**src/rtl/btn_click_classifier.sv**
```systemverilog
// btn_click_classifier: groups debounced press pulses into single/double/triple
// click events. A group stays open while successive presses arrive within
// WINDOW_MS ms ticks of each other (one tick = F_COUNT clk cycles).
module btn_click_classifier #(
  parameter int unsigned F_COUNT   = 100_000,
  parameter int unsigned WINDOW_MS = 250
) (
  input  logic clk,
  input  logic rst,
  input  logic i_press,
  output logic o_single,
  output logic o_double,
  output logic o_triple,
  output logic o_busy
);

  localparam int unsigned PW = (F_COUNT > 1) ? $clog2(F_COUNT) : 1;
  localparam int unsigned MW = $clog2(WINDOW_MS + 1);

  localparam logic [PW-1:0] P_LAST  = PW'(F_COUNT - 1);
  localparam logic [MW-1:0] MS_LAST = MW'(WINDOW_MS - 1);

  typedef enum logic [1:0] {
    S_IDLE = 2'd0,
    S_ONE  = 2'd1,
    S_TWO  = 2'd2
  } state_t;

  state_t        r_state;
  state_t        w_state_nxt;
  logic [PW-1:0] r_presc;
  logic [PW-1:0] w_presc_nxt;
  logic [MW-1:0] r_ms;
  logic [MW-1:0] w_ms_nxt;
  logic          w_single_nxt;
  logic          w_double_nxt;
  logic          w_triple_nxt;
  logic          w_timeout;
  logic          w_tick_presc_last;

  // Window expiry: last prescaler step of the last ms tick, and no press to rescue the group
  assign w_tick_presc_last = (r_presc == P_LAST);
  assign w_timeout         = w_tick_presc_last && (r_ms == MS_LAST) && !i_press;

  // A group is open whenever the FSM is away from IDLE
  assign o_busy = (r_state != S_IDLE);

  // Next-state, counter and event decode
  always_comb begin
    w_state_nxt  = r_state;
    w_presc_nxt  = r_presc;
    w_ms_nxt     = r_ms;
    w_single_nxt = 1'b0;
    w_double_nxt = 1'b0;
    w_triple_nxt = 1'b0;

    unique case (r_state)
      S_IDLE: begin
        w_presc_nxt = '0;
        w_ms_nxt    = '0;
        if (i_press) begin
          w_state_nxt = S_ONE;
        end
      end

      S_ONE: begin
        if (i_press) begin
          w_state_nxt = S_TWO;
          w_presc_nxt = '0;
          w_ms_nxt    = '0;
        end else if (w_timeout) begin
          w_state_nxt  = S_IDLE;
          w_single_nxt = 1'b1;
          w_presc_nxt  = '0;
          w_ms_nxt     = '0;
        end else if (w_tick_presc_last) begin
          w_presc_nxt = '0;
          w_ms_nxt    = r_ms + MW'(1);
        end else begin
          w_presc_nxt = r_presc + PW'(1);
        end
      end

      S_TWO: begin
        if (i_press) begin
          w_state_nxt  = S_IDLE;
          w_triple_nxt = 1'b1;
          w_presc_nxt  = '0;
          w_ms_nxt     = '0;
        end else if (w_timeout) begin
          w_state_nxt  = S_IDLE;
          w_double_nxt = 1'b1;
          w_presc_nxt  = '0;
          w_ms_nxt     = '0;
        end else if (w_tick_presc_last) begin
          w_presc_nxt = '0;
          w_ms_nxt    = r_ms + MW'(1);
        end else begin
          w_presc_nxt = r_presc + PW'(1);
        end
      end

      default: begin
        w_state_nxt = S_IDLE;
        w_presc_nxt = '0;
        w_ms_nxt    = '0;
      end
    endcase
  end

  // State, counters and registered event pulses
  always_ff @(posedge clk) begin
    if (rst) begin
      r_state  <= S_IDLE;
      r_presc  <= '0;
      r_ms     <= '0;
      o_single <= 1'b0;
      o_double <= 1'b0;
      o_triple <= 1'b0;
    end else begin
      r_state  <= w_state_nxt;
      r_presc  <= w_presc_nxt;
      r_ms     <= w_ms_nxt;
      o_single <= w_single_nxt;
      o_double <= w_double_nxt;
      o_triple <= w_triple_nxt;
    end
  end

endmodule

```
**config.mk**
```make
export PLATFORM = sky130hd
export DESIGN_NAME = btn_click_classifier
export DESIGN_NICKNAME = d
export VERILOG_FILES = /design/src/rtl/btn_click_classifier.sv
export SDC_FILE = /design/constraint.sdc
export NUM_CORES = 1
export LEC_CHECK = 0
export BUFFER_PORTS_ARGS = -buffer_cell sky130_fd_sc_hd__buf_2
export CAP_MARGIN = 25
export CORE_MARGIN = 4
export CORE_UTILIZATION = 40
export DETAILED_ROUTE_END_ITERATION = 8
export GPL_ROUTABILITY_DRIVEN = 0
export PLACE_DENSITY = 0.59
export SLEW_MARGIN = 30
export SYNTH_ARGS = -nofsm -noshare
export SYNTH_HDL_FRONTEND = slang
export SYNTH_SLANG_ARGS = --single-unit
```
**constraint.sdc**
```tcl
create_clock -name clk -period 1.8 [get_ports clk]
set_clock_uncertainty 0.15 [all_clocks]
set_input_delay 0.09 -clock clk [delete_from_list [all_inputs] [get_ports clk]]
set_output_delay 0.09 -clock clk [all_outputs]
set_load 0.01 [all_outputs]
```
# Word level (Yosys, flattened, before mapping)
# Index checks and enable logic that the tools add are counted.
[op_classes]
addsub = 2
n_reduce_logical = 10
n_mux = 8
eq_ne = 5
magnitude_cmp = 0
div = 0
n_mul = 0
n_bitwise = 3
n_shift = 0
[ops]
columns = ["operator", "count"]
rows = [
  ["17-bit by 1-bit adder with 17-bit output, second input constant", 1],
  ["17-bit equality test, second input constant", 1],
  ["8-bit by 1-bit adder with 8-bit output, second input constant", 1],
  ["8-bit equality test, second input constant", 1],
  ["2-bit two-way mux", 4],
  ["2-bit one-hot mux with 3 select lines", 1],
  ["2-bit OR reduction", 3],
  ["5-bit OR reduction", 1],
  ["4-bit OR reduction", 1],
  ["1-bit two-way mux", 3],
  ["1-bit NOT", 3],
  ["2-bit by 1-bit equality test with 1-bit output, second input constant", 1],
  ["2-bit equality test, second input constant", 1],
  ["1-bit logical AND", 2],
  ["2-bit zero test", 1],
  ["2-bit != test, second input constant", 1],
  ["2-bit nonzero test", 1],
  ["1-bit zero test", 1],
]
[word_totals]
out_inout_bits = 4
ramBits = 0
latchBits = 0
rom_bits = 0
word_cells = 34
register_bits = 30
n_memories = 0
input_bits = 3

# Longest topological paths before layout
# Gate-level depths: netlist of run 1.
[logic_depth]
depth_word = 6
depth_mapped = 7
ltp_nobuf = 6

# Least setup slack after synthesis of run 1
# OpenSTA, ideal clock, no wires.
[synth_timing]
kind = "register -> register"
from = "register r_presc[0]"
to = "register r_ms[7]"
path_buffers = 1
arrival_time_ns = 1.598
required_time_ns = 1.579
path_slack_ns = -0.019
synth_period_minus_slack_ns = 1.819
stages_incl_launch_ff = 7
setup_time_ns = 0.071
cell_sequence = "dfxtp_1 ha_1 and4_1 buf_4 nand4_2 or4_1 a21oi_1"
[synth_between]
elab_chain_len = 4
[synth_lines]
columns = ["element", "line_no", "rtl"]
rows = [
  ["from (decl)", "31", "logic [PW-1:0] r_presc;"],
  ["from (signal assigned)", "122", "r_presc <= w_presc_nxt;"],
  ["17-bit equality test *", "42", "assign w_tick_presc_last = (r_presc == P_LAST);"],
  ["1-bit logical AND (2 in a row)", "43", "assign w_timeout = w_tick_presc_last && (r_ms == MS_LAST) && !i_press;"],
  ["4-bit OR reduction (no line)", "n/a", ""],
  ["to (signal assigned)", "123", "r_ms <= w_ms_nxt;"],
  ["to (decl)", "33", "logic [MW-1:0] r_ms;"],
]
# Every way passes the cells marked *; elsewhere a longest branch is shown, timed or not.
# A chain may end at the register's enable or synchronous reset.

# Worst setup path in the final report of run 1
[layout_timing]
from = "register r_presc[0]"
to = "register r_ms[3]"
# The elaborated chain is that of the path after synthesis.

==> results of run 1 <==
==> cell usage after synthesis, types with 3 or more instances <==
library cell	instances
a21oi_1	10
and3_1	4
and4_1	4
dfxtp_1	30
ha_1	7
inv_1	7
nand2_1	10
nand3_1	7
nand4_1	10
nor2_1	22
nor4_1	3
o21ai_0	6
or3_1	5
xnor2_1	6
xor2_1	9
==> area by class of cell <==
class,count,share of cell area (%)
Clock buffer,5,2.101
Clock inverter,2,0.5602
Inverter,7,1.471
Multi-Input combinational cell,125,47.76
Sequential cell,30,33.89
Tap cell,46,3.221
Timing Repair Buffer,25,10.99
==> registers in the layout, summed over array words and instances, names as in the netlist <==
register and cells:
r_state 2, o_triple 1, r_presc 17, o_double 1, r_ms 8, o_single 1
==> worst max-delay path by stage <==
stage | endpoint | slack (ns) | from | depth (start not counted)
after global routing | r_presc[15]$_SDFF_PP0_ | 0.005 | r_presc[12]$_SDFF_PP0_ | 5
after global placement | r_ms[3]$_SDFFE_PP0N_ | 0.06 | r_presc[0]$_SDFF_PP0_ | 6
final | r_ms[3]$_SDFFE_PP0N_ | 0.06 | r_presc[0]$_SDFF_PP0_ | 6
after floorplan | r_ms[7]$_SDFFE_PP0N_ | 0.01 | r_presc[0]$_SDFF_PP0_ | 6
after CTS | r_ms[7]$_SDFFE_PP0N_ | 0.007 | r_presc[0]$_SDFF_PP0_ | 5
after detailed placement | r_ms[7]$_SDFFE_PP0N_ | -0.03 | r_presc[0]$_SDFF_PP0_ | 5
==> power by group through the flow <==
stage	Combinational [mW]	Clock (mW)	Sequential, mW
3_3_place_gp	0.0729	0	0.692
2_1_floorplan	0.0467	0	0.691
5_1_grt	0.0900	0.411	0.679
3_5_place_dp	0.0753	0	0.692
6_report	0.0793	0.376	0.677
4_1_cts	0.0795	0.387	0.677
==> stage by stage <==
stage,util [%],instances
after floorplan,-,165
after global placement,48.79,230
after detailed placement,48.79,230
after CTS,51.14,240
after global routing,52.31,240
final,52.31,240
==> kinds of logic after synthesis <==
group,count (synthesis),share of synthesized area (%)
AOI/OAI and AO/OA,23,8.950
and+or+nand+nor,80,31.76
DFF,30,41.31
xor gates and xnor gates,15,9.036
adders and majority gates,7,6.024
buffers and inverters,10,2.926
==> worst reg2reg max path: stages, from the launching register on <==
cell and delay, ns:
dfxtp_2 0.35, ha_2 0.18, and4_4 0.24, nand4_4 0.10, buf_6 0.16, or3_1 0.34, a21oi_1 0.15
==> per-layer routing <==
layer | wire length [um] | up-vias
met5 | 0 | -
met4 | 68 | 0
met3 | 111 | 8
met2 | 1350 | 19
met1 | 1513 | 595
li1 | - | 647
==> repair_timing <==
item / in CTS / in global routing
hold buffers: 3 / 0
hold endpoints to repair: 6 / 0
setup buffers: 0 / 0
setup endpoints to repair: 2 / 5
cloned: 0 / 0
gates resized for setup: 2 / 11
pin swaps: 0 / 1
==> flow_summary.toml, run 1 <==
[grt]
grtUsageMet1_pct = 18.79
grt_pass1_wl_um = 5133
grt-ovfl-total = 0
globalRouteMet2Util_pct = 22.50
grt_pass1_vias = 1196
busiest_layer = "met2"
antenna_found_initial = 0
grt_util_met3_pct = 3.941
grt_usage_pct = 14.92
grt_max_degree = 18

[layout]
fin_nets = 204
num_antenna_cells = 0
drive_gt1_share_pct = 23.20
area_delta_synth_final_pct = 22.89
fin_area_um2 = 1787
regArea_um2 = 605.6
fillers = 330
final_common_cell = "dfxtp_1"
final_cell_mix = "26 x dfxtp_1, 22 x nor2_1, 14 x buf_4"
multi_input_area_um2 = 853.3

[placed_design]
portBuffers = 6
placed_cell_area_um2 = 1667
place_ws_ns = -0.03474
hpwlAfterDp_um = 2158

[synth]
synth_seq_area_share_pct = 41.31
synth_nets = 175
syn-cell-area_um2 = 1454
synth_top_area_share_pct = 41.31
syn-instance-count = 165
synth_ff_type = "dfxtp_1"
synth_cell_type_count = 34
synth_edf_count = 0
ys_warn_count = 0
synth_top_area_cell = "dfxtp_1"
async_flop_share_pct = 0
synth_top_cells_by_area = "dfxtp_1 41%, ha_1 6.0%, nor2_1 5.7%"
ys_ff_latch = 30
syn_avg_cell_area_um2 = 8.811

[sta]
tightestPinTransition_ns = 0.4205
worst_slack_ns = 0.06411
fmax_mhz = 576.1
rsz0062_at_grt = "false"
setup_viol = 0
post-route-period-util_pct = 96.44
max_slew_margin_pct = 71.71
finalCriticalPeriod_ns = 1.736
final_hold_viol_count = 0
fin_setup_tns_ns = 0
fin_hold_ws_ns = 0.2753
slew_viol_final = 0

[cts]
clock_latency_ns = 0.34
path_clk_slew_ns = 0.10
cts_buffer_depth = 2
cts_buffers = 5
cts_tree = "built"
cts.sinks = 30
root_buffer = "clkbuf_4"
cts.htree.levels = 2

[critical_path]
end_kind = "register"
worstPathRequired_ns = 1.92
path_class = "register to register"
r2r_setup_slack_ns = 0.06
crit_fanout = 10
r2r_cells = 6
r2r-end = "r_ms[3]$_SDFFE_PP0N_"
r2r_start = "r_presc[0]$_SDFF_PP0_"
max_stage_delay_ns = 0.35
crit_buf_inv = 1
path_delay_family = "simple AND/OR/NAND/NOR gates"
critical-path-slowest-cell = "dfxtp_2"
crit_path_cell_trace = "ha_2, and4_4, nand4_4, buf_6, or3_1, a21oi_1"
cp.arrival_ns = 1.86
start_kind = "register"

[pwr]
p_int_mw = 0.8452
power_mw = 1.133
vdd.ir_drop.worst_uv = 356.6
comb_power_share_pct = 7.0
powerDensity_nw_per_um2 = 634.1
power_frac_clock_pct = 33.2
p_sw_mw = 0.2877
swShare_pct = 25.40
sequentialPowerShare_pct = 59.8
p_leak_nw = 0.6410

[route]
first_pass_iters = 4
ant_nets = 0
vias_per_cell = 5.288
routed-via-count = 1269
routed_wl_um = 3044
drt_first_iter_violations = 75
wire_per_inst_um = 12.68
drc = 0

[min_path]
min_path_type = "register to register"
min_path_cells = 1
hold_end = "r_presc[0]$_SDFF_PP0_"
min_from = "r_presc[0]$_SDFF_PP0_"

[floorplanning]
die_area_um2 = 4664
core_area_um2 = 3416
start_util_pct = 42.56
io_pins = 7
die-height_um = 68.29
rows = 21
die_x_um = 68.29

[run]
cap_violations = 0

[outcome]
outcome = "finished, final reports clean"
Note: power is estimated with default switching activity, not from simulation.
==> run 2: changes to the inputs <==
--- a/config.mk
+++ b/config.mk
@@ -5,7 +5,7 @@
 export SDC_FILE = /design/constraint.sdc
 export NUM_CORES = 1
 export LEC_CHECK = 0
-export BUFFER_PORTS_ARGS = -buffer_cell sky130_fd_sc_hd__buf_2
+export BUFFER_PORTS_ARGS = -buffer_cell sky130_fd_sc_hd__buf_4
 export CAP_MARGIN = 25
 export CORE_MARGIN = 4
 export CORE_UTILIZATION = 40
==> flow_summary.toml, run 2 (same netlist as run 1, synthesis figures left out) <==
[outcome]
outcome = "finished, final reports clean"

[critical_path]
start_kind = "register"
path_class = "register to register"
setup.worst_path.end = "r_ms[7]$_SDFFE_PP0N_"
r2r_cells = 5
crit_fanout = 5
r2r_start = "r_presc[0]$_SDFF_PP0_"
cp-startpoint = "r_presc[0]$_SDFF_PP0_"
worstPathRequired_ns = 1.90
end_kind = "register"
cp.arrival_ns = 1.88
r2r_setup_slack_ns = 0.03
r2r-end = "r_ms[7]$_SDFFE_PP0N_"

[route]
vias_per_cell = 5.170
drt_first_iter_violations = 71
routed-via-count = 1246
wire_per_inst_um = 12.53
first_pass_iters = 4
drc = 0
ant_nets = 0
routed_wl_um = 3020

[cts]
cts_buffer_depth = 2
path_clk_slew_ns = 0.09
cts_buffers = 5
cts.sinks = 30
root_buffer = "clkbuf_4"
cts.htree.levels = 2
clock_latency_ns = 0.32
postCtsSetupBuffers = 0
cts_tree = "built"

[sta]
max_slew_margin_pct = 76.97
post-route-period-util_pct = 98.57
tightestPinTransition_ns = 0.3424
fin_hold_ws_ns = 0.3086
final_hold_viol_count = 0
fmax_mhz = 563.6
finalCriticalPeriod_ns = 1.774
slew_viol_final = 0
setup_viol = 0

[floorplanning]
start_util_pct = 42.56
io_pins = 7
rows = 21
die_area_um2 = 4664
die_x_um = 68.29
die-height_um = 68.29
core_area_um2 = 3416

[grt]
grt_usage_pct = 14.91
grt_pass1_vias = 1207
grt-ovfl-total = 0
grt_max_degree = 18
antenna_found_initial = 0
grt_pass1_wl_um = 5147

[run]
cap_violations = 0

[layout]
fillers = 324
drive_gt1_share_pct = 23.59
area_delta_synth_final_pct = 25.73
instances_no_fill = 241
num_antenna_cells = 0
top_register = "r_presc"
fin_nets = 204
biggestRegsByFlops = "r_presc: 17 flops, r_ms: 8 flops, r_state: 2 flops"
largest_reg_flops = 17
final_cell_mix = "28 x dfxtp_1, 22 x nor2_1, 21 x buf_4"
final_common_cell = "dfxtp_1"
regArea_um2 = 603.1
multi_input_area_um2 = 872.1

[placed_design]
hpwlAfterDp_um = 2133
portBuffers = 6
place_inst = 231

[min_path]
min_from = "r_presc[0]$_SDFF_PP0_"
min_path_type = "register to register"

[pwr]
power_mw = 1.174
p_leak_nw = 0.6467
vdd.ir_drop.worst_uv = 325.2
powerDensity_nw_per_um2 = 642.0
run 2: what timing repair did:
action / 4_1_cts / 5_1_grt
hold buffers: 2 / 0
cloned: 0 / 0
resized for setup: 3 / 11
pin swaps: 0 / 1
setup endpoints to repair: 2 / 4
endpoints found under the hold margin: 6 / 0
run 2: layout make-up:
| class | instances | area share [%] |
|---|---|---|
| multi-input cells | 125 | 47.71 |
| well taps | 46 | 3.149 |
| inverters | 7 | 1.437 |
| clock buffers | 7 | 3.012 |
| flip-flops and latches | 30 | 32.99 |
| repair buffers | 25 | 11.43 |
| clock inverters | 1 | 0.2738 |
run 2: per-stage QoR:
step / area [um^2] / worst slack [ns] / util, % / setup TNS (ns)
CTS: 1773 / 0.02408 / 51.90 / 0
detailed placement: 1689 / -0.02500 / 49.45 / -0.03894
finish: 1828 / 0.02580 / 53.52 / 0
global placement: 1689 / 0.05304 / 49.45 / 0
global route: 1828 / -0.03769 / 53.52 / -0.04252
floorplan: 1463 / 0.01460 / - / 0
run 2: how the worst min path moves through the flow:
stage | end | slack, ns | depth (start not counted)
after floorplan | r_state[0]$_SDFFE_PP0P_ | 0.009 | 1
after global placement | r_state[1]$_SDFFE_PP0P_ | 0.14 | 2
after detailed placement | o_triple$_SDFF_PP0_ | 0.14 | 2
after CTS | r_presc[0]$_SDFF_PP0_ | 0.27 | 1
after global routing | r_presc[0]$_SDFF_PP0_ | 0.34 | 1
final | r_presc[0]$_SDFF_PP0_ | 0.31 | 1
run 2: layer usage:
| layer | part of all wire (%) | wire (um) | up-vias | GRT usage [%] |
|---|---|---|---|---|
| met4 | 0.60 | 18 | 0 | 5.955 |
| met5 | 0 | 0 | - | 0 |
| met3 | 4.4 | 134 | 2 | 5.419 |
| met1 | 51 | 1530 | 573 | 18.77 |
| li1 | - | - | 654 | - |
| met2 | 44 | 1336 | 17 | 22.98 |
run 2: where the power goes:
part           internal [mW]  switching (mW)
clock network          0.189           0.221
registers              0.671         0.00806
logic                 0.0382          0.0468
total                  0.898           0.276
run 2: critical path, cell delays in order, from the launching register on:
cell and delay, ns:
dfxtp_2 0.38, ha_4 0.14, and4_4 0.23, nand4_4 0.11, or4_4 0.55, a21oi_2 0.15
==> run 3: changes to the inputs <==
--- a/config.mk
+++ b/config.mk
@@ -7,11 +7,13 @@
 export LEC_CHECK = 0
 export BUFFER_PORTS_ARGS = -buffer_cell sky130_fd_sc_hd__buf_4
 export CAP_MARGIN = 25
-export CORE_MARGIN = 4
+export CELL_PAD_IN_SITES_DETAIL_PLACEMENT = 0
+export CELL_PAD_IN_SITES_GLOBAL_PLACEMENT = 1
+export CORE_MARGIN = 2
 export CORE_UTILIZATION = 40
 export DETAILED_ROUTE_END_ITERATION = 8
 export GPL_ROUTABILITY_DRIVEN = 0
-export PLACE_DENSITY = 0.59
+export PLACE_DENSITY = 0.73
 export SLEW_MARGIN = 30
 export SYNTH_ARGS = -nofsm -noshare
 export SYNTH_HDL_FRONTEND = slang
==> flow_summary.toml, run 3 (same netlist as run 1, synthesis figures left out) <==
[sta]
fin_setup_tns_ns = 0
post-route-period-util_pct = 95.42
finalCriticalPeriod_ns = 1.718
max_slew_margin_pct = 79.06
fmax_mhz = 582.2
setup_viol = 0
rsz0062_at_grt = "false"
final_hold_viol_count = 0
slew_viol_final = 0
tightestPinTransition_ns = 0.3113

[placed_design]
portBuffers = 6
placed_cell_area_um2 = 1689
hpwlAfterDp_um = 2075

[critical_path]
max_stage_delay_ns = 0.52
cp.arrival_ns = 1.83
crit_path_cell_trace = "ha_1, and4_4, nand4_4, or4_1, a21oi_1"
worstPathRequired_ns = 1.91
crit_fanout = 5
end_kind = "register"
r2r_cells = 5
start_kind = "register"
r2r_start = "r_presc[0]$_SDFF_PP0_"
path_class = "register to register"
critical-path-slowest-cell = "or4_1"
r2r_setup_slack_ns = 0.08
r2r-end = "r_ms[7]$_SDFFE_PP0N_"

[route]
ant_nets = 0
routed_wl_um = 2886
wire_per_inst_um = 11.98
first_pass_iters = 4
drc = 0
vias_per_cell = 5.257
routed-via-count = 1267
drt_first_iter_violations = 59

[run]
cap_violations = 0

[min_path]
min_from = "r_presc[0]$_SDFF_PP0_"
hold_end = "r_presc[0]$_SDFF_PP0_"
min_path_type = "register to register"
min_path_cells = 1

[floorplanning]
start_util_pct = 42.56
core_area_um2 = 3416
die_area_um2 = 4133
io_pins = 7
die-height_um = 64.29
die_x_um = 64.29
rows = 21

[cts]
cts.sinks = 30
cts_buffer_depth = 2
cts_buffers = 5
root_buffer = "clkbuf_4"
cts_tree = "built"
cts.htree.levels = 2
clock_latency_ns = 0.33
path_clk_slew_ns = 0.08
postCtsSetupBuffers = 0

[layout]
fin_area_um2 = 1783
top_register = "r_presc"
biggestRegsByFlops = "r_presc: 17 flops, r_ms: 8 flops, r_state: 2 flops"
final_cell_mix = "27 x dfxtp_1, 22 x nor2_1, 21 x buf_4"
fillers = 324
largest_reg_flops = 17
num_antenna_cells = 0
fin_nets = 205
drive_gt1_share_pct = 19.49
regArea_um2 = 604.3
multi_input_area_um2 = 830.8
final_common_cell = "dfxtp_1"
area_delta_synth_final_pct = 22.63

[pwr]
powerDensity_nw_per_um2 = 631.2
vdd.ir_drop.worst_uv = 284.9
p_leak_nw = 0.6398

[grt]
grt_pass1_wl_um = 5292
grt_usage_pct = 16.56
grt_pass1_vias = 1231
antenna_found_initial = 0
grt_max_degree = 18
grt-ovfl-total = 0

[outcome]
outcome = "finished, final reports clean"
run 3: cell count changes in the layout (fill, tap and decap cells not counted), sizes merged:
| cell | change |
|---|---|
| clkinv | -1 |
| dlygate4sd3 | +1 |
run 3: per-layer routing:
metal	up-vias	track usage (%)	wire, um
met5	-	0	0
met4	0	6.649	63
met3	8	6.866	140
met2	23	24.74	1230
met1	583	21.07	1451
li1	653	-	-
run 3: per-stage QoR:
stage,instances,util (%),total power [mW],hold slack (ns),worst slack (ns)
2_1_floorplan,165,-,0.7379,0.009066,0.01460
4_1_cts,241,51.69,1.137,0.3061,0.01213
3_5_place_dp,231,49.45,0.7714,0.1323,0.01657
3_3_place_gp,231,49.45,0.7703,0.1372,0.06936
6_report,241,52.20,1.125,0.2701,0.08236
5_1_grt,241,52.20,1.191,0.2843,0.004001
run 3: final cells by class:
cell class	count	area share (%)
inverters	7	1.474
flip-flops and latches	30	33.89
multi-input cells	125	46.60
repair buffers	26	12.28
well taps	46	3.228
clock buffers	7	2.526
run 3: how the worst max path moves through the flow:
stage	startpoint	to	slack (ns)
after floorplan	r_presc[0]$_SDFF_PP0_	r_ms[7]$_SDFFE_PP0N_	0.01
after global placement	r_presc[0]$_SDFF_PP0_	r_ms[7]$_SDFFE_PP0N_	0.07
after detailed placement	r_presc[0]$_SDFF_PP0_	r_ms[3]$_SDFFE_PP0N_	0.02
after CTS	r_presc[0]$_SDFF_PP0_	r_ms[3]$_SDFFE_PP0N_	0.01
after global routing	r_presc[15]$_SDFF_PP0_	r_ms[4]$_SDFFE_PP0N_	0.004
final	r_presc[0]$_SDFF_PP0_	r_ms[7]$_SDFFE_PP0N_	0.08
run 3: repair_timing:
action | CTS | global route
endpoints found under the hold margin | 6 | 0
setup endpoints to repair | 1 | 5
hold buffers | 3 | 0
gates resized for setup | 1 | 6
pin swaps | 0 | 1
run 3: worst max-delay path, delay by kind of cell, from the launching register on:
family / cells / cell delay, ns
AOI/OAI and AO/OA: 1 / 0.14
and+or+nand+nor: 3 / 0.86
DFF: 1 / 0.35
adders and majority gates: 1 / 0.17
run 3: power by group:
part / internal (mW) / total [mW] / switching [mW]
registers: 0.670 / 0.677 / 0.00658
clock network: 0.147 / 0.365 / 0.219
logic: 0.0380 / 0.0828 / 0.0448
total: 0.855 / 1.13 / 0.270
